File: src/rtl/qq_pq_if.sv
// Command/status bundle of the qq_pq ordered buffer.
// The master side issues enqueue/dequeue commands; the slave side is the queue.
interface qq_pq_if #(
  parameter int KW = 32,
  parameter int PW = 8,
  parameter int D  = 8
) ();
  localparam int CW = $clog2(D + 1);

  logic          enq_i;
  logic          deq_i;
  logic [KW-1:0] key_i;
  logic [PW-1:0] data_i;
  logic          rdy;
  logic [KW-1:0] head_key_o;
  logic [PW-1:0] head_data_o;
  logic          deq_vld_o;
  logic [KW-1:0] deq_key_o;
  logic [PW-1:0] deq_data_o;
  logic [CW-1:0] count_o;
  logic          full;
  logic          empty;
  logic          ovf_o;
  logic          udf_o;

  modport master (
    output enq_i, deq_i, key_i, data_i,
    input  rdy, head_key_o, head_data_o, deq_vld_o, deq_key_o, deq_data_o,
    input  count_o, full, empty, ovf_o, udf_o
  );

  modport slave (
    input  enq_i, deq_i, key_i, data_i,
    output rdy, head_key_o, head_data_o, deq_vld_o, deq_key_o, deq_data_o,
    output count_o, full, empty, ovf_o, udf_o
  );
endinterface

File: src/rtl/qq_pq.sv
// Sorted register-array priority queue: one index visited per cycle for
// enqueue (swap sweep), dequeue (shift) and replace (shift until insert point).
module qq_pq #(
  parameter int KW        = 32,
  parameter int PW        = 8,
  parameter int D         = 8,
  parameter bit MIN_FIRST = 1'b1
) (
  input logic     clk,
  input logic     rst,
  qq_pq_if.slave  bus
);
  localparam int CW = $clog2(D + 1);
  localparam int AW = $clog2(D);

  typedef enum logic [1:0] {S_IDLE, S_ENQ, S_DEQ, S_REPL} state_t;

  state_t        r_state, w_state_next;
  logic [KW-1:0] r_mem_key  [D];
  logic [PW-1:0] r_mem_data [D];
  logic [CW-1:0] r_cnt, w_cnt_next;
  logic [CW-1:0] r_i, w_i_next;
  logic [KW-1:0] r_t_key, w_t_key_next;
  logic [PW-1:0] r_t_data, w_t_data_next;
  logic [KW-1:0] r_deq_key, w_deq_key_next;
  logic [PW-1:0] r_deq_data, w_deq_data_next;
  logic          r_deq_vld, w_deq_vld_next;
  logic          r_ovf, w_ovf_next;
  logic          r_udf, w_udf_next;
  logic          r_full, w_full_next;
  logic          r_empty, w_empty_next;

  logic          w_wr_en;
  logic [KW-1:0] w_wr_key;
  logic [PW-1:0] w_wr_data;
  logic [CW-1:0] w_i1;
  logic [AW-1:0] w_idx, w_idx1;
  logic [KW-1:0] w_cur_key, w_nxt_key;
  logic [PW-1:0] w_cur_data, w_nxt_data;
  logic          w_last;

  // Strict compare: equal keys never overtake, which keeps equal keys FIFO.
  function automatic logic f_before(input logic [KW-1:0] a, input logic [KW-1:0] b);
    return MIN_FIRST ? (a < b) : (a > b);
  endfunction

  assign w_i1       = r_i + CW'(1);
  assign w_idx      = r_i[AW-1:0];
  assign w_idx1     = w_i1[AW-1:0];
  assign w_cur_key  = r_mem_key[w_idx];
  assign w_cur_data = r_mem_data[w_idx];
  assign w_nxt_key  = r_mem_key[w_idx1];
  assign w_nxt_data = r_mem_data[w_idx1];
  assign w_last     = (r_i == r_cnt - CW'(1));

  always_comb begin
    w_state_next    = r_state;
    w_cnt_next      = r_cnt;
    w_i_next        = r_i;
    w_t_key_next    = r_t_key;
    w_t_data_next   = r_t_data;
    w_deq_key_next  = r_deq_key;
    w_deq_data_next = r_deq_data;
    w_deq_vld_next  = 1'b0;
    w_ovf_next      = 1'b0;
    w_udf_next      = 1'b0;
    w_full_next     = r_full;
    w_empty_next    = r_empty;
    w_wr_en         = 1'b0;
    w_wr_key        = r_t_key;
    w_wr_data       = r_t_data;
    case (r_state)
      S_IDLE: begin
        w_i_next = '0;
        if (bus.deq_i && (r_cnt != '0)) begin
          w_deq_key_next  = r_mem_key[0];
          w_deq_data_next = r_mem_data[0];
          w_deq_vld_next  = 1'b1;
          if (bus.enq_i) begin
            w_t_key_next  = bus.key_i;
            w_t_data_next = bus.data_i;
            w_state_next  = S_REPL;
          end else begin
            w_state_next  = S_DEQ;
          end
        end else begin
          // Dequeue on empty flags underflow; a paired enqueue still proceeds.
          if (bus.deq_i) w_udf_next = 1'b1;
          if (bus.enq_i) begin
            if (r_cnt == CW'(D)) begin
              w_ovf_next = 1'b1;
            end else begin
              w_t_key_next  = bus.key_i;
              w_t_data_next = bus.data_i;
              w_state_next  = S_ENQ;
            end
          end
        end
      end
      S_ENQ: begin
        if (r_i == r_cnt) begin
          w_wr_en      = 1'b1;
          w_cnt_next   = r_cnt + CW'(1);
          w_full_next  = ((r_cnt + CW'(1)) == CW'(D));
          w_empty_next = 1'b0;
          w_state_next = S_IDLE;
        end else begin
          if (f_before(r_t_key, w_cur_key)) begin
            w_wr_en       = 1'b1;
            w_t_key_next  = w_cur_key;
            w_t_data_next = w_cur_data;
          end
          w_i_next = w_i1;
        end
      end
      S_DEQ: begin
        if (r_cnt != CW'(1)) begin
          w_wr_en   = 1'b1;
          w_wr_key  = w_nxt_key;
          w_wr_data = w_nxt_data;
        end
        if ((r_cnt == CW'(1)) || (r_i == r_cnt - CW'(2))) begin
          w_cnt_next   = r_cnt - CW'(1);
          w_full_next  = 1'b0;
          w_empty_next = (r_cnt == CW'(1));
          w_state_next = S_IDLE;
        end else begin
          w_i_next = w_i1;
        end
      end
      S_REPL: begin
        w_wr_en = 1'b1;
        if (w_last || f_before(r_t_key, w_nxt_key)) begin
          w_state_next = S_IDLE;
        end else begin
          w_wr_key  = w_nxt_key;
          w_wr_data = w_nxt_data;
          w_i_next  = w_i1;
        end
      end
      default: w_state_next = S_IDLE;
    endcase
  end

  always_ff @(posedge clk) begin
    if (rst) begin
      r_state    <= S_IDLE;
      r_cnt      <= '0;
      r_i        <= '0;
      r_t_key    <= '0;
      r_t_data   <= '0;
      r_deq_key  <= '0;
      r_deq_data <= '0;
      r_deq_vld  <= 1'b0;
      r_ovf      <= 1'b0;
      r_udf      <= 1'b0;
      r_full     <= 1'b0;
      r_empty    <= 1'b1;
      for (int k = 0; k < D; k++) begin
        r_mem_key[k]  <= '0;
        r_mem_data[k] <= '0;
      end
    end else begin
      r_state    <= w_state_next;
      r_cnt      <= w_cnt_next;
      r_i        <= w_i_next;
      r_t_key    <= w_t_key_next;
      r_t_data   <= w_t_data_next;
      r_deq_key  <= w_deq_key_next;
      r_deq_data <= w_deq_data_next;
      r_deq_vld  <= w_deq_vld_next;
      r_ovf      <= w_ovf_next;
      r_udf      <= w_udf_next;
      r_full     <= w_full_next;
      r_empty    <= w_empty_next;
      if (w_wr_en) begin
        r_mem_key[w_idx]  <= w_wr_key;
        r_mem_data[w_idx] <= w_wr_data;
      end
    end
  end

  assign bus.rdy         = (r_state == S_IDLE);
  assign bus.head_key_o  = r_mem_key[0];
  assign bus.head_data_o = r_mem_data[0];
  assign bus.deq_vld_o   = r_deq_vld;
  assign bus.deq_key_o   = r_deq_key;
  assign bus.deq_data_o  = r_deq_data;
  assign bus.count_o     = r_cnt;
  assign bus.full        = r_full;
  assign bus.empty       = r_empty;
  assign bus.ovf_o       = r_ovf;
  assign bus.udf_o       = r_udf;
endmodule

File: src/flat_wrapper.sv
// flat-port wrapper written by rule: the top's interface ports become plain ports
module qq_pq_flat 
#(
  parameter int KW        = 32,
  parameter int PW        = 8,
  parameter int D         = 8,
  parameter bit MIN_FIRST = 1'b1
)
  (clk, rst, bus_enq_i, bus_deq_i, bus_key_i, bus_data_i, bus_rdy, bus_head_key_o, bus_head_data_o, bus_deq_vld_o, bus_deq_key_o, bus_deq_data_o, bus_count_o, bus_full, bus_empty, bus_ovf_o, bus_udf_o);
  qq_pq_if #(.KW(KW), .PW(PW), .D(D)) bus_i ();
  input logic clk;
  input logic rst;
  input wire logic [$bits(bus_i.enq_i)-1:0] bus_enq_i;
  input wire logic [$bits(bus_i.deq_i)-1:0] bus_deq_i;
  input wire logic [$bits(bus_i.key_i)-1:0] bus_key_i;
  input wire logic [$bits(bus_i.data_i)-1:0] bus_data_i;
  output wire logic [$bits(bus_i.rdy)-1:0] bus_rdy;
  output wire logic [$bits(bus_i.head_key_o)-1:0] bus_head_key_o;
  output wire logic [$bits(bus_i.head_data_o)-1:0] bus_head_data_o;
  output wire logic [$bits(bus_i.deq_vld_o)-1:0] bus_deq_vld_o;
  output wire logic [$bits(bus_i.deq_key_o)-1:0] bus_deq_key_o;
  output wire logic [$bits(bus_i.deq_data_o)-1:0] bus_deq_data_o;
  output wire logic [$bits(bus_i.count_o)-1:0] bus_count_o;
  output wire logic [$bits(bus_i.full)-1:0] bus_full;
  output wire logic [$bits(bus_i.empty)-1:0] bus_empty;
  output wire logic [$bits(bus_i.ovf_o)-1:0] bus_ovf_o;
  output wire logic [$bits(bus_i.udf_o)-1:0] bus_udf_o;
  assign bus_i.enq_i = bus_enq_i;
  assign bus_i.deq_i = bus_deq_i;
  assign bus_i.key_i = bus_key_i;
  assign bus_i.data_i = bus_data_i;
  assign bus_rdy = bus_i.rdy;
  assign bus_head_key_o = bus_i.head_key_o;
  assign bus_head_data_o = bus_i.head_data_o;
  assign bus_deq_vld_o = bus_i.deq_vld_o;
  assign bus_deq_key_o = bus_i.deq_key_o;
  assign bus_deq_data_o = bus_i.deq_data_o;
  assign bus_count_o = bus_i.count_o;
  assign bus_full = bus_i.full;
  assign bus_empty = bus_i.empty;
  assign bus_ovf_o = bus_i.ovf_o;
  assign bus_udf_o = bus_i.udf_o;
  qq_pq #(.KW(KW), .PW(PW), .D(D), .MIN_FIRST(MIN_FIRST)) u_core (.clk(clk), .rst(rst), .bus(bus_i));
endmodule
File: config.mk
export PLATFORM = sky130hd
export DESIGN_NAME = qq_pq_flat
export DESIGN_NICKNAME = d
export VERILOG_FILES = /design/src/rtl/qq_pq_if.sv /design/src/rtl/qq_pq.sv /design/src/flat_wrapper.sv
export SDC_FILE = /design/constraint.sdc
export NUM_CORES = 1
export LEC_CHECK = 0
export CAP_MARGIN = 20
export CORE_ASPECT_RATIO = 0.6
export CORE_MARGIN = 2
export CORE_UTILIZATION = 45
export CTS_CLUSTER_SIZE = 30
export DETAILED_ROUTE_END_ITERATION = 6
export DONT_BUFFER_PORTS = 1
export SLEW_MARGIN = 5
export SYNTH_ARGS = -nofsm -noshare
export SYNTH_HDL_FRONTEND = slang
export SYNTH_SLANG_ARGS = --single-unit
File: constraint.sdc
create_clock -name clk -period 9.1 [get_ports clk]
set_clock_uncertainty 0.15 [all_clocks]
set_input_delay 0.91 -clock clk [delete_from_list [all_inputs] [get_ports clk]]
set_output_delay 0.91 -clock clk [all_outputs]
set_load 0.02 [all_outputs]
# --- Yosys cells after proc, flatten, opt, wreduce, memory -nomap -nowiden ---
# Memories as Yosys holds them, arrays and structs flattened. A register that Yosys moved wholly into a read port is not among the register bits.
# Index checks and enable logic that the tools add are counted.
classes:
  add_sub_neg: 4
  multipliers: 0
  div: 0
  magnitude_cmp: 2
  n_eq_ne: 20
  shift: 0
  muxes: 63
  n_bitwise: 2
  reduce_logical: 17
ops:
  columns: ["cell", "count"]
  rows:
  - ["2-to-1 mux 32 bit", 9]
  - ["case mux 32 bit (2 select lines)", 2]
  - ["2-to-1 mux 8 bit", 9]
  - ["less-than comparator 32 bit", 2]
  - ["case mux 8 bit (2 select lines)", 2]
  - ["OR reduction 32 bit", 1]
  - ["2-to-1 mux 4 bit", 5]
  - ["2-to-1 mux 1 bit", 18]
  - ["2-to-1 mux 3 bit", 6]
  - ["case mux 4 bit (4 select lines)", 1]
  - ["equality test 4 bit", 3]
  - ["2-to-1 mux 2 bit", 6]
  - ["AND reduction 5 bit", 2]
  - ["adder 4 x 1 -> 4 bit, second input constant", 2]
  - ["equality test 4 bit, second input constant", 2]
  - ["inequality test 2 x 1 -> 1 bit, second input constant", 4]
  - ["inequality test 2 bit, second input constant", 4]
  - ["case mux 2 bit (4 select lines)", 1]
  - ["case mux 4 bit (2 select lines)", 1]
  - ["OR reduction 8 bit", 1]
  - ["inequality test 3 x 2 -> 1 bit, second input constant", 2]
  - ["AND reduction 3 bit", 2]
  - ["equality test 2 bit, second input constant", 2]
  - ["equality test 4 x 1 -> 1 bit, second input constant", 1]
  - ["other kinds (16)", 20]
word_totals:
  reg_bits: 95
  latchBits: 0
  ramBits: 320
  romBits: 0
  inputBits: 44
  output_inout_bits: 90
  word_cells: 122
  mem_count: 2
memory_table:
  columns: ["name", "depth", "word_bits", "read_ports", "rd_ports_with_merged_regs", "write_ports", "line_no", "source"]
  rows:
  - ["u_core.r_mem_key", 8, 32, 3, 1, 8, "qq_pq.sv:19", "logic [KW-1:0] r_mem_key [D];"]
  - ["u_core.r_mem_data", 8, 8, 3, 1, 8, "qq_pq.sv:20", "logic [PW-1:0] r_mem_data [D];"]

# --- Longest topological paths before layout ---
depth:
  depth_word: 9
  depth_mapped: 15
  mapped_depth_nobuf: 11

# --- Least setup slack after synthesis ---
# OpenSTA, ideal clock, no wires.
synth_path:
  kind: "reg-to-reg"
  from: "register with a tool-made name"
  to: "memory u_core.r_mem_data[3][0], enable pin"
  setup_ns: 0.398
  t_arrival_ns: 4.613
  required_time_ns: 8.552
  path_slack_ns: 3.939
  path_stages_with_launch: 15
  n_path_buf: 4
  period_less_slack_ns: 5.161
  cell_sequence: "dfxtp_1 -> clkbuf_1 -> buf_1 -> clkbuf_1 -> mux4_2 -> mux2i_1 -> ha_1 -> a21oi_1 -> o21ai_0 -> a221oi_1 -> a21oi_1 -> o311ai_2 -> nand4_1 -> clkbuf_1 -> nand2_1"
synth_rtl:
  columns: ["item", "line_no"]
  rows:
  - ["to (decl)", "qq_pq.sv:20"]

==> metrics <==
post-route minimum period=6440 ps; Gates resized, CTS repair=0; TritonCTS clock tree=yes; antenna-violating nets left=0; via total after detailed routing=17200; PwrDens=284 mW/mm^2; Slowest Stage Delay on Critical Path=780 ps; Synth async-reset ratio=0; global-route track usage on met3=0.0619; number of enable flip-flop cells after synthesis=320; clock edge transition at the registers on the reported setup and hold paths=60 ps; leading cell types in the layout, fill and taps excluded=320 x sky130_fd_sc_hd__edfxtp_1, 221 x sky130_fd_sc_hd__nand2_1, 202 x sky130_fd_sc_hd__and2_1; post-placement setup slack=2790 ps; HP Class=input port to register; half-perimeter wire length after placement=45.6 mm; pin count of the biggest net entering global routing=102; largest vdd supply drop=162 uV; row count=65; overall power of the completed layout=7.33 mW; post-route clock period utilization=0.707; number of nets in the layout=2004; Max transition margin=0.261; number of buffers on the longest clock path=3; primary flip-flop cell chosen by synthesis mapping=sky130_fd_sc_hd__edfxtp_1; final critical-path setup slack=2660 ps; total die area=0.0545 mm^2; arrival time of data at the critical path endpoint=6470 ps; clock insertion delay at the later pin of the skew report=580 ps; number of unique standard cell types used by synthesis=58; number of placed I/O pins=134; CTS sink cnt=418; critical path data required time=9130 ps; initial core utilization=0.453; unrepaired setup endpoints after global routing=no; global-route usage over all layers=0.285; Max Fclk=155 MHz; Syn Std Cell Area=0.0237 mm^2; initial antenna violation count=5; Placed Cells=2544; total DRC errors in the routed layout=0; utilization after layout=0.494; run status=complete, no violations; Root Driver=sky130_fd_sc_hd__clkbuf_16; via count of the first global-routing pass=17000; placeable core region=0.0523 mm^2; cell-by-cell listing of the critical path=buf_4 > mux4_2 > mux2i_1 > ha_1 > a21oi_1 > o21ai_0 > a221oi_1 > a21oi_1 > o311ai_2 > nor3b_2 > buf_4 > or2_4; Max Fanout on Critical Path=40; Die Y-Extent=182 um; wire length reported by the detailed router=77.1 mm; synthesized instance count=1971; flip-flop and latch count after synthesis=418; slowest stage cell on the critical path=sky130_fd_sc_hd__or2_4; number of violations reported at the end of detailed-routing iteration 0=2398; net count after synthesis=2089; CP endpoint kind=register; number of iterations in the first detailed-routing pass=5; Die Span X=300 um; commonest non-fill, non-tap cell in the layout=sky130_fd_sc_hd__edfxtp_1; hold-fix buffer count after cts=0; first-pass GRT wire length=115 mm; routing layer with the top usage in global route=met1; Startpoint Class=register; Routability Congestion=0.870; Setup Fix Bufs, Post-CTS=0; fraction of met2 tracks used by global routing=0.418; final cell count without fillers=2627; class of the most critical setup path=register to register; Avg Vias per Cell=6.53; fraction of final layout cells sized beyond drive strength 1=0.155; number of hold violations in the final report=0; synthesis warning total=0; leakage power figure=8.46 nW; fillcell total=4555; number of buffers created by CTS=43; number of H-tree levels=2; post-detailed-route wirelength per cell=29.3 um; Slew Viols, Final=0; Area Growth Syn to Fin=9.02%; # port buffers=0; met1 track utilization from global routing=0.432; max capacitance violation total=0; share of synthesized area occupied by flip-flops and latches=0.489; number of endpoints failing setup at the final stage=0; Synth area leader=sky130_fd_sc_hd__edfxtp_1; Avg Inst Size Synth=12.0 um^2; total overflow reported by the global router=0; Worst Max-Slew Pin Slew=1110 ps; Total Neg Setup Slack=0 ps; share of the synthesized area in the top cell type=0.406; top cells by area, synth=sky130_fd_sc_hd__edfxtp_1 41%, sky130_fd_sc_hd__mux4_2 15%, sky130_fd_sc_hd__dfxtp_1 8.3%
layer usage:
| layer | up-vias | routed length, um |
|---|---|---|
| li1 | 7326 | - |
| met1 | 8771 | 34600 |
| met2 | 962 | 33200 |
| met3 | 104 | 7840 |
| met4 | 2 | 1430 |
| met5 | - | 13 |
layout make-up:
type                    count  area [um^2]  share of cell area
flip-flops and latches    418        11600               0.449
multi-input cells        1371        11600               0.448
clock buffers              56         1190              0.0460
well taps                 703          880              0.0341
repair buffers             35          288              0.0111
clock inverters            24          248             0.00960
inverters                  17         63.8             0.00247
diodes                      3         7.51            0.000291
through the flow:
step                      hold slack [ps]  area, um^2
after global routing                  240       25800
after floorplan                       317       23700
after global placement                322       24400
final                                 263       25800
after detailed placement              327       24400
after CTS                             253       25800
registers in the layout, indices dropped and copies added, names as in the netlist, named ones only:
name	cells
u_core.r_mem_key	256
u_core.r_state	2
u_core.bus.deq_vld_o	1
u_core.bus.empty	1
u_core.r_i	4
u_core.bus.udf_o	1
u_core.r_t_key	32
u_core.r_mem_data	64
u_core.bus.count_o	4
u_core.r_t_data	8
u_core.bus.full	1
u_core.bus.ovf_o	1
u_core.bus.deq_data_o	8
u_core.bus.deq_key_o	32
synthesized netlist by cell type (all sizes together), types with 3 or more instances:
cell type / count
edfxtp: 320
nand2: 225
and2: 202
mux4: 160
clkbuf: 129
nor2b: 124
a21oi: 111
dfxtp: 98
o21ai: 95
o211ai: 84
mux2i: 81
ha: 74
nor3: 45
o2111ai: 44
buf: 36
nor2: 19
inv: 17
nand3: 12
nand4: 12
xnor2: 8
or2: 7
a211oi: 6
nor4: 6
o21a: 6
xor2: 5
a221oi: 4
a21o: 3
and4: 3
nor3b: 3
path summary, 6_finish.rpt:
path | cells after the start | start | slack, ps | to
min reg2reg | 2 | u_core.r_t_data[6]$_SDFFE_PP0P_ | 340 | u_core.r_t_data[6]$_SDFFE_PP0P_
min | 1 | rst | 260 | u_core.bus.deq_key_o[30]$_SDFFE_PP0P_
max reg2reg | 12 | register | 2660 | u_core.r_mem_data[2][4]$_SDFFCE_PN0P_
max | 12 | register | 2660 | u_core.r_mem_data[2][4]$_SDFFCE_PN0P_
cells by family after synthesis:
kind of cell / count (synthesis) / share of synthesized area
XOR/XNOR: 14 / 0.00576
AO/OA/AOI/OAI: 370 / 0.0993
flip-flops: 418 / 0.489
adder cells (fa/ha/maj): 74 / 0.0391
buffers and inverters: 182 / 0.0297
AND/OR/NAND/NOR: 671 / 0.150
multiplexers: 242 / 0.187
where the power goes:
part           internal, mW  leakage (nW)  switching (mW)
Clock                  1.04         0.703           0.802
Sequential             2.24          4.10           0.335
Combinational          1.11          3.65            1.80
worst max-delay path, delay by kind of cell, from the launching register on:
kind / cells / cell delay [ps]
compound gates: 5 / 2030
simple gates: 2 / 1080
buf+inv: 2 / 920
mux: 2 / 790
flops: 1 / 710
fa+ha+maj: 1 / 300
No activity file was read; power rests on OpenSTA's default activity.
